**src/rtl/ones_pattern_gen_if.sv**
```systemverilog
// Handshake bundle for the ones-count pattern generator.
// The generator side uses the master modport and the consumer side uses the slave modport.
interface ones_pattern_gen_if #(
  parameter int WIDTH = 8,
  parameter int CNT_W = 4,
  parameter int IDX_W = 7
);
  logic             i_start;
  logic [CNT_W-1:0] i_count;
  logic             i_abort;
  logic             i_ready;
  logic             o_valid;
  logic [WIDTH-1:0] o_data;
  logic [IDX_W-1:0] o_index;
  logic             o_last;
  logic             o_busy;
  logic             o_done;
  logic             o_err;

  modport master (
    input  i_start, i_count, i_abort, i_ready,
    output o_valid, o_data, o_index, o_last, o_busy, o_done, o_err
  );

  modport slave (
    output i_start, i_count, i_abort, i_ready,
    input  o_valid, o_data, o_index, o_last, o_busy, o_done, o_err
  );
endinterface

```
**src/rtl/ones_pattern_gen.sv**
```systemverilog
// Enumerates every WIDTH-bit word with exactly K ones, in ascending numeric order.
// Each accepted handshake advances to the next word using Gosper's hack.
module ones_pattern_gen #(
  parameter int WIDTH = 8,
  parameter int CNT_W = 4,
  parameter int IDX_W = 7
) (
  input logic                i_clk,
  input logic                i_rst,
  ones_pattern_gen_if.master bus
);
  localparam int SH_W = $clog2(WIDTH + 2);
  localparam logic [CNT_W-1:0] WIDTH_CNT = CNT_W'(WIDTH);

  typedef enum logic {IDLE, EMIT} state_t;

  state_t           state_reg;
  logic [WIDTH-1:0] pattern_reg;
  logic [IDX_W-1:0] index_reg;
  logic [CNT_W-1:0] k_reg;
  logic             valid_reg;
  logic             busy_reg;
  logic             done_reg;
  logic             err_reg;

  logic [WIDTH-1:0] start_pat;
  logic [WIDTH-1:0] last_pat;
  logic [WIDTH-1:0] lowest_bit;
  logic [WIDTH:0]   ripple;
  logic [WIDTH:0]   changed;
  logic [WIDTH:0]   next_full;
  logic [WIDTH-1:0] next_pat;
  logic [SH_W-1:0]  tz;
  logic [SH_W-1:0]  shamt;
  logic             carry_unused;
  logic             is_last;

  // First word has the K low bits set; final word has the K high bits set.
  genvar gi;
  generate
    for (gi = 0; gi < WIDTH; gi++) begin : g_bits
      assign start_pat[gi] = (CNT_W'(gi) < bus.i_count);
      assign last_pat[gi]  = (({1'b0, k_reg} + (CNT_W+1)'(gi)) >= (CNT_W+1)'(WIDTH));
    end
  endgenerate

  // Trailing-zero count of the isolated lowest set bit, replacing the divide by c.
  always_comb begin
    tz = '0;
    for (int i = WIDTH - 1; i >= 0; i--) begin
      if (lowest_bit[i]) tz = SH_W'(i);
    end
  end

  // Gosper step: the carry ripple moves the lowest run up one place, and the leftover ones are refilled at the bottom.
  assign lowest_bit   = pattern_reg & (-pattern_reg);
  assign ripple       = {1'b0, pattern_reg} + {1'b0, lowest_bit};
  assign changed      = ripple ^ {1'b0, pattern_reg};
  assign shamt        = tz + SH_W'(2);
  assign next_full    = ripple | (changed >> shamt);
  assign next_pat     = next_full[WIDTH-1:0];
  // The carry out is only set for the final word, and that word is never advanced.
  assign carry_unused = next_full[WIDTH];

  assign is_last = valid_reg && (pattern_reg == last_pat);

  // Controller: accepts a start in IDLE and steps the pattern on each accepted handshake.
  always_ff @(posedge i_clk or posedge i_rst) begin
    if (i_rst) begin
      state_reg   <= IDLE;
      pattern_reg <= '0;
      index_reg   <= '0;
      k_reg       <= '0;
      valid_reg   <= 1'b0;
      busy_reg    <= 1'b0;
      done_reg    <= 1'b0;
      err_reg     <= 1'b0;
    end else begin
      done_reg <= 1'b0;
      err_reg  <= 1'b0;
      case (state_reg)
        IDLE: begin
          if (bus.i_start) begin
            if (bus.i_count > WIDTH_CNT) begin
              err_reg <= 1'b1;
            end else begin
              pattern_reg <= start_pat;
              index_reg   <= '0;
              k_reg       <= bus.i_count;
              valid_reg   <= 1'b1;
              busy_reg    <= 1'b1;
              state_reg   <= EMIT;
            end
          end
        end
        EMIT: begin
          if (bus.i_abort) begin
            valid_reg <= 1'b0;
            busy_reg  <= 1'b0;
            state_reg <= IDLE;
          end else if (bus.i_ready) begin
            if (is_last) begin
              valid_reg <= 1'b0;
              busy_reg  <= 1'b0;
              done_reg  <= 1'b1;
              state_reg <= IDLE;
            end else begin
              pattern_reg <= next_pat;
              index_reg   <= index_reg + 1'b1;
            end
          end
        end
        default: state_reg <= IDLE;
      endcase
    end
  end

  assign bus.o_valid = valid_reg;
  assign bus.o_data  = pattern_reg;
  assign bus.o_index = index_reg;
  assign bus.o_last  = is_last;
  assign bus.o_busy  = busy_reg;
  assign bus.o_done  = done_reg;
  assign bus.o_err   = err_reg;
endmodule
```
**src/flat_wrapper.sv**
```systemverilog
// flat-port wrapper written by rule: the top's interface ports become plain ports
module ones_pattern_gen_flat 
#(
  parameter int WIDTH = 8,
  parameter int CNT_W = 4,
  parameter int IDX_W = 7
)
  (i_clk, i_rst, bus_i_start, bus_i_count, bus_i_abort, bus_i_ready, bus_o_valid, bus_o_data, bus_o_index, bus_o_last, bus_o_busy, bus_o_done, bus_o_err);
  ones_pattern_gen_if #(.WIDTH(WIDTH), .CNT_W(CNT_W), .IDX_W(IDX_W)) bus_i ();
  input logic i_clk;
  input logic i_rst;
  input wire logic [$bits(bus_i.i_start)-1:0] bus_i_start;
  input wire logic [$bits(bus_i.i_count)-1:0] bus_i_count;
  input wire logic [$bits(bus_i.i_abort)-1:0] bus_i_abort;
  input wire logic [$bits(bus_i.i_ready)-1:0] bus_i_ready;
  output wire logic [$bits(bus_i.o_valid)-1:0] bus_o_valid;
  output wire logic [$bits(bus_i.o_data)-1:0] bus_o_data;
  output wire logic [$bits(bus_i.o_index)-1:0] bus_o_index;
  output wire logic [$bits(bus_i.o_last)-1:0] bus_o_last;
  output wire logic [$bits(bus_i.o_busy)-1:0] bus_o_busy;
  output wire logic [$bits(bus_i.o_done)-1:0] bus_o_done;
  output wire logic [$bits(bus_i.o_err)-1:0] bus_o_err;
  assign bus_i.i_start = bus_i_start;
  assign bus_i.i_count = bus_i_count;
  assign bus_i.i_abort = bus_i_abort;
  assign bus_i.i_ready = bus_i_ready;
  assign bus_o_valid = bus_i.o_valid;
  assign bus_o_data = bus_i.o_data;
  assign bus_o_index = bus_i.o_index;
  assign bus_o_last = bus_i.o_last;
  assign bus_o_busy = bus_i.o_busy;
  assign bus_o_done = bus_i.o_done;
  assign bus_o_err = bus_i.o_err;
  ones_pattern_gen #(.WIDTH(WIDTH), .CNT_W(CNT_W), .IDX_W(IDX_W)) u_core (.i_clk(i_clk), .i_rst(i_rst), .bus(bus_i));
endmodule
```
**config.mk**
```make
export PLATFORM = sky130hd
export DESIGN_NAME = ones_pattern_gen_flat
export DESIGN_NICKNAME = d
export VERILOG_FILES = /design/src/rtl/ones_pattern_gen_if.sv /design/src/rtl/ones_pattern_gen.sv /design/src/flat_wrapper.sv
export SDC_FILE = /design/constraint.sdc
export NUM_CORES = 1
export LEC_CHECK = 0
export CAP_MARGIN = 20
export CORE_ASPECT_RATIO = 0.6
export CORE_MARGIN = 2
export CORE_UTILIZATION = 59
export DETAILED_ROUTE_END_ITERATION = 7
export PLACE_DENSITY = 0.86
export SYNTH_ARGS = -nofsm -noshare
export SYNTH_HDL_FRONTEND = slang
export SYNTH_SLANG_ARGS = --single-unit
```
**constraint.sdc**
```tcl
create_clock -name i_clk -period 7.1 [get_ports i_clk]
set_input_delay 1.775 -clock i_clk [delete_from_list [all_inputs] [get_ports i_clk]]
set_output_delay 1.775 -clock i_clk [all_outputs]
set_load 0.01 [all_outputs]
```
=== Word level (Yosys, flattened, before mapping) ===
Cells that the tools add are included.

* Bits in registers: 23
* Bits of input ports: 9
* Output and inout bits: 20
* Word-level logic and storage cells: 92

* Reduce and logical (&&, ||, !) cells: 4
* Multiplexer cells: 39
* Bitwise gates (word level): 5
* Equality and inequality tests: 8
* Add/subtract/negate cells: 11
* Magnitude comparators: 17
* Shift-type cells: 1

{| class="wikitable"
|+ Operator list
! operator !! count
|-
| $mux 8 || 5
|-
| $ge 5x4->1 const B || 7
|-
| $mux 7 || 5
|-
| $mux 3 || 8
|-
| $add 4x3->5 const B || 4
|-
| $mux 1 || 17
|-
| $lt 3x4->1 const A || 4
|-
| $pmux 8 s2 || 1
|-
| $pmux 7 s2 || 1
|-
| $add 4x2->5 const B || 2
|-
| $ne 2x2->1 const B || 5
|-
| $add 8x8->9 || 1
|-
| $shr 9x4->8 || 1
|-
| $xor 9x8->9 || 1
|-
| $and 8x8->8 || 1
|-
| $eq 8x8->1 || 1
|-
| $lt 1x4->1 const A || 2
|-
| $lt 2x4->1 const A || 2
|-
| $neg 8->8 || 1
|-
| $or 8x8->8 || 1
|-
| $add 7x1->7 const B || 1
|-
| $ne 3x3->1 const B || 2
|-
| $add 4x1->5 const B || 1
|-
| $reduce_and 5->1 || 1
|-
| 8 further kinds || 10
|}

=== Longest topological paths before layout ===
* Depth in word-level cells: 17
* Mapped depth: 13
* Depth with buffers taken out: 12

=== Least setup slack after synthesis ===
Ideal clock, no wire load.

* Kind: register to output
* Start: reg u_core.pattern_reg[4] (netlist: u_core.bus.o_data[4])
* End: out bus_o_last
* Path slack: 3937 ps
* Required time: 5325 ps
* Path buffers: 1
* Arrival: 1388 ps
* Cell stages (with the launch flop): 7
* Cell sequence: dfrtp_1 -> buf_2 -> nor2_1 -> a21oi_1 -> a211o_1 -> nor2_1 -> o21a_1

* Word-level cells in the longest chain between the ends: 2

{| class="wikitable"
|+ RTL lines
! what !! line !! text
|-
| start, declared || ones_pattern_gen.sv:18 || <nowiki>logic [WIDTH-1:0] pattern_reg;</nowiki>
|-
| start signal, assigned || ones_pattern_gen.sv:87 || <nowiki>pattern_reg <= start_pat;</nowiki>
|-
| start signal, assigned || ones_pattern_gen.sv:108 || <nowiki>pattern_reg <= next_pat;</nowiki>
|-
| $eq 8x8->1 || ones_pattern_gen.sv:65 || <nowiki>assign is_last = valid_reg && (pattern_reg == last_pat);</nowiki>
|-
| $logic_and 1x1->1 || ones_pattern_gen.sv:65 ||
|-
| end, declared || flat_wrapper.sv:19 || <nowiki>output wire logic [$bits(bus_i.o_last)-1:0] bus_o_last;</nowiki>
|}

Every way passes these cells.

=== Final worst setup path ===
* Start: reg u_core.pattern_reg[1] (netlist: u_core.bus.o_data[1])
* End: out bus_o_last

Same word-level chain as after synthesis.

==> impl_metrics.yaml <==
placed_design:
  gp_congestion: 0.9691
  hpwl_um: 4059
  io_buffers: 28
critical_path:
  worst_setup_path_start_kind: "flop"
  crit_chain: "nand2b_1 -> a21boi_0 -> o21ai_0 -> and4_1 -> o21a_1 -> clkdlybuf4s50_1"
  r2r_slack_ns: 3.85
  end_kind: "primary output"
  slowest_delay_ns: 0.76
  critPathArrivalTime_ns: 2.46
  worstReg2RegEnd: "u_core.bus.o_data[0]"
  rr_startpoint: "u_core.bus.o_data[4]"
  critPathKind: "reg2out"
  crit_path_top_delay_cell: "dfrtp_1"
  reg2reg_depth: 11
  cp_max_fo: 20
  crit_buf_inv: 1
  critPathTopFamily: "flip-flops"
  crit_required_ns: 5.33
timing:
  max_freq_mhz: 236.3
  whs_ns: 0.5517
  tns_ns: 0
  period_share_pct: 59.62
  finClkSkew_ns: 0.001866
  setup_viol: 0
  rsz0062_at_grt: "false"
  period_needed_ns: 4.233
  worstMarginPinSlew_ns: 0.8587
  slew_viol_final: 0
  hold_violations: 0
  maxSlewHeadroom_pct: 42.69
clock_network:
  cts_tree: "yes"
  cts_max_level: 1
  clockRootBuffer: "clkbuf_8"
  cts_setup_buffers: 0
  numCtsBuffers: 3
  hold_buffers: 0
  cts-resized-gates: 0
  clockBufferDepth: 2
  clkLatencyLatePin_ns: 0.26
  clock-sinks: 23
  path_clk_slew_ns: 0.08
logic_synthesis:
  yosysWarningCount: 0
  synth.yosys.seq_area_share_pct: 29.36
  synth_area_sq_um: 1961
  synth_cell_type_count: 57
  synth_edf_count: 0
  avgSynthCellArea_sq_um: 7.512
  synth_cells: 261
  syn-num-nets: 272
  async_reset_ff_share_pct: 100.0
  ys.flop_type: "dfrtp_1"
  ys_ff_latch: 23
route:
  dr_total_vias: 2096
  dr.pass1.iters: 6
  drc: 0
  ant_nets: 0
  post_drt_wl_per_cell_um: 17.01
  wl_um: 5478
  drt_iter0_drc: 220
  viasPerCell: 6.509
floorplanning:
  die-area_sq_um: 3816
  die_w_um: 78.42
  start_util_pct: 60.83
  num_rows: 16
  io_pins: 29
  die_height_um: 48.66
  core_sq_um: 3223
pwr:
  ir_worst_vdd_uv: 225.4
  fin_total_pwr_mw: 0.8528
  power.density_nw_per_um2: 377.8
  leakage_nw: 0.9158
global_routing:
  grt_max_degree: 24
  antenna_found_initial: 0
  grt_pass1_wl_um: 9073
  grt_pass1_vias: 1806
  grt.total_usage_pct: 30.73
  overflow: 0
cells_and_area:
  largest_register_ffs: 8
  final_nets: 289
  drive_gt1_share_pct: 4.693
  area_growth_pct: 15.12
  insertedDiodeCount: 0
  fillCellCount: 268
worst_hold_path:
  hp-class: "reg2reg"
  hold_depth: 1
  hold_path_startpoint: "u_core.bus.o_index[0]"
  hold_end: "u_core.bus.o_index[0]"
outcome:
  outcome: "completed"
flow_run:
  maxCapViolCount: 0
-- how the worst max path moves through the flow --
stage / from / endpoint / slack, ns / depth (start not counted)
6_report: u_core.bus.o_data[1] / bus_o_last / 2.87 / 6
5_1_grt: u_core.bus.o_data[1] / bus_o_last / 2.76 / 6
4_1_cts: u_core.bus.o_data[1] / bus_o_last / 2.90 / 6
3_5_place_dp: bus_i_count[1] / u_core.bus.o_data[0] / 3.03 / 6
3_3_place_gp: bus_i_count[1] / u_core.bus.o_data[0] / 3.16 / 6
2_1_floorplan: u_core.bus.o_data[4] / bus_o_last / 3.94 / 6
-- cells in the mapped netlist (2+ instances only) --
cell type	number	share of area (%)
a311o_1	2	1.0
a21boi_0	4	1.5
and4_1	3	1.3
a21o_1	2	0.77
o22ai_1	2	0.64
inv_1	11	2.1
nor2_1	33	6.3
a41o_1	2	1.0
clkbuf_1	8	1.5
o211ai_1	3	1.1
or2_2	3	0.96
o31ai_1	2	0.77
a22oi_1	2	0.77
nand3b_1	2	0.77
a211o_1	2	0.89
a21oi_1	17	4.3
nor3_1	6	1.5
nand2_1	33	6.3
a31oi_1	6	1.9
ha_1	2	1.3
nand3_1	9	2.3
o221ai_1	2	0.89
xnor2_1	4	1.8
mux2i_1	4	2.0
and3_1	6	1.9
nor2b_1	3	0.96
nand2b_1	9	2.9
and2_1	4	1.3
buf_2	5	1.3
dfrtp_1	23	29
a31o_2	2	0.89
buf_6	2	1.1
o21ai_0	17	4.3
o22a_1	2	0.89
o21bai_1	2	0.77
-- layout by cell type (no fill, tap or decap), types with 3 or more instances in the layout --
cell type / count
and4_1: 3
mux2i_1: 4
nand2b_1: 9
or2_2: 3
xnor2_1: 4
a21oi_1: 17
nor2b_1: 3
o211ai_1: 3
nor2_1: 33
dfrtp_1: 23
o21ai_0: 17
nor3_1: 6
and3_1: 6
nand2_1: 33
and2_1: 4
clkdlybuf4s50_1: 28
inv_1: 11
nand3_1: 9
a21boi_0: 4
clkbuf_8: 3
a31oi_1: 6
-- cells by family after synthesis --
kind of cell    Yosys count  share of synthesized area, %
fa+ha+maj                 2                         1.276
mux                       5                         2.617
compound gates           83                         29.10
buf+inv                  27                         6.445
simple gates            117                         29.42
xor+xnor                  4                         1.787
flops                    23                         29.36
-- metrics by stage --
stage | cell area (sq um) | cells | utilization, % | setup WS [ns]
3_3_place_gp | 2212 | 318 | 68.63 | 3.160
6_report | 2257 | 322 | 70.03 | 2.867
5_1_grt | 2257 | 322 | 70.03 | 2.755
3_5_place_dp | 2212 | 318 | 68.63 | 3.035
4_1_cts | 2257 | 322 | 70.03 | 2.896
2_1_floorplan | 1961 | 261 | - | 3.937
-- metal layers --
| metal | vias up | global-route usage [%] | routed length [um] |
|---|---|---|---|
| li1 | 982 | - | - |
| met1 | 976 | 47.49 | 2516 |
| met2 | 129 | 41.52 | 2253 |
| met3 | 9 | 10.82 | 669 |
| met4 | 0 | 5.263 | 38 |
| met5 | - | 0 | 0 |
-- power breakdown --
group	internal (mW)	switching, mW
clock network	0.0401	0.0406
registers	0.165	0.119
logic	0.220	0.268
total	0.425	0.428
-- final cells by class --
class                      count  area [sq um]  area share (%)
clock buffer                   4         45.04           1.996
inverter                      11         41.29           1.829
multi-input combinational    211          1259           55.77
sequential                    23         575.6           25.50
tap                           45         56.30           2.494
timing repair buffer          28         280.3           12.42
Note: power is estimated with default switching activity, not from simulation.
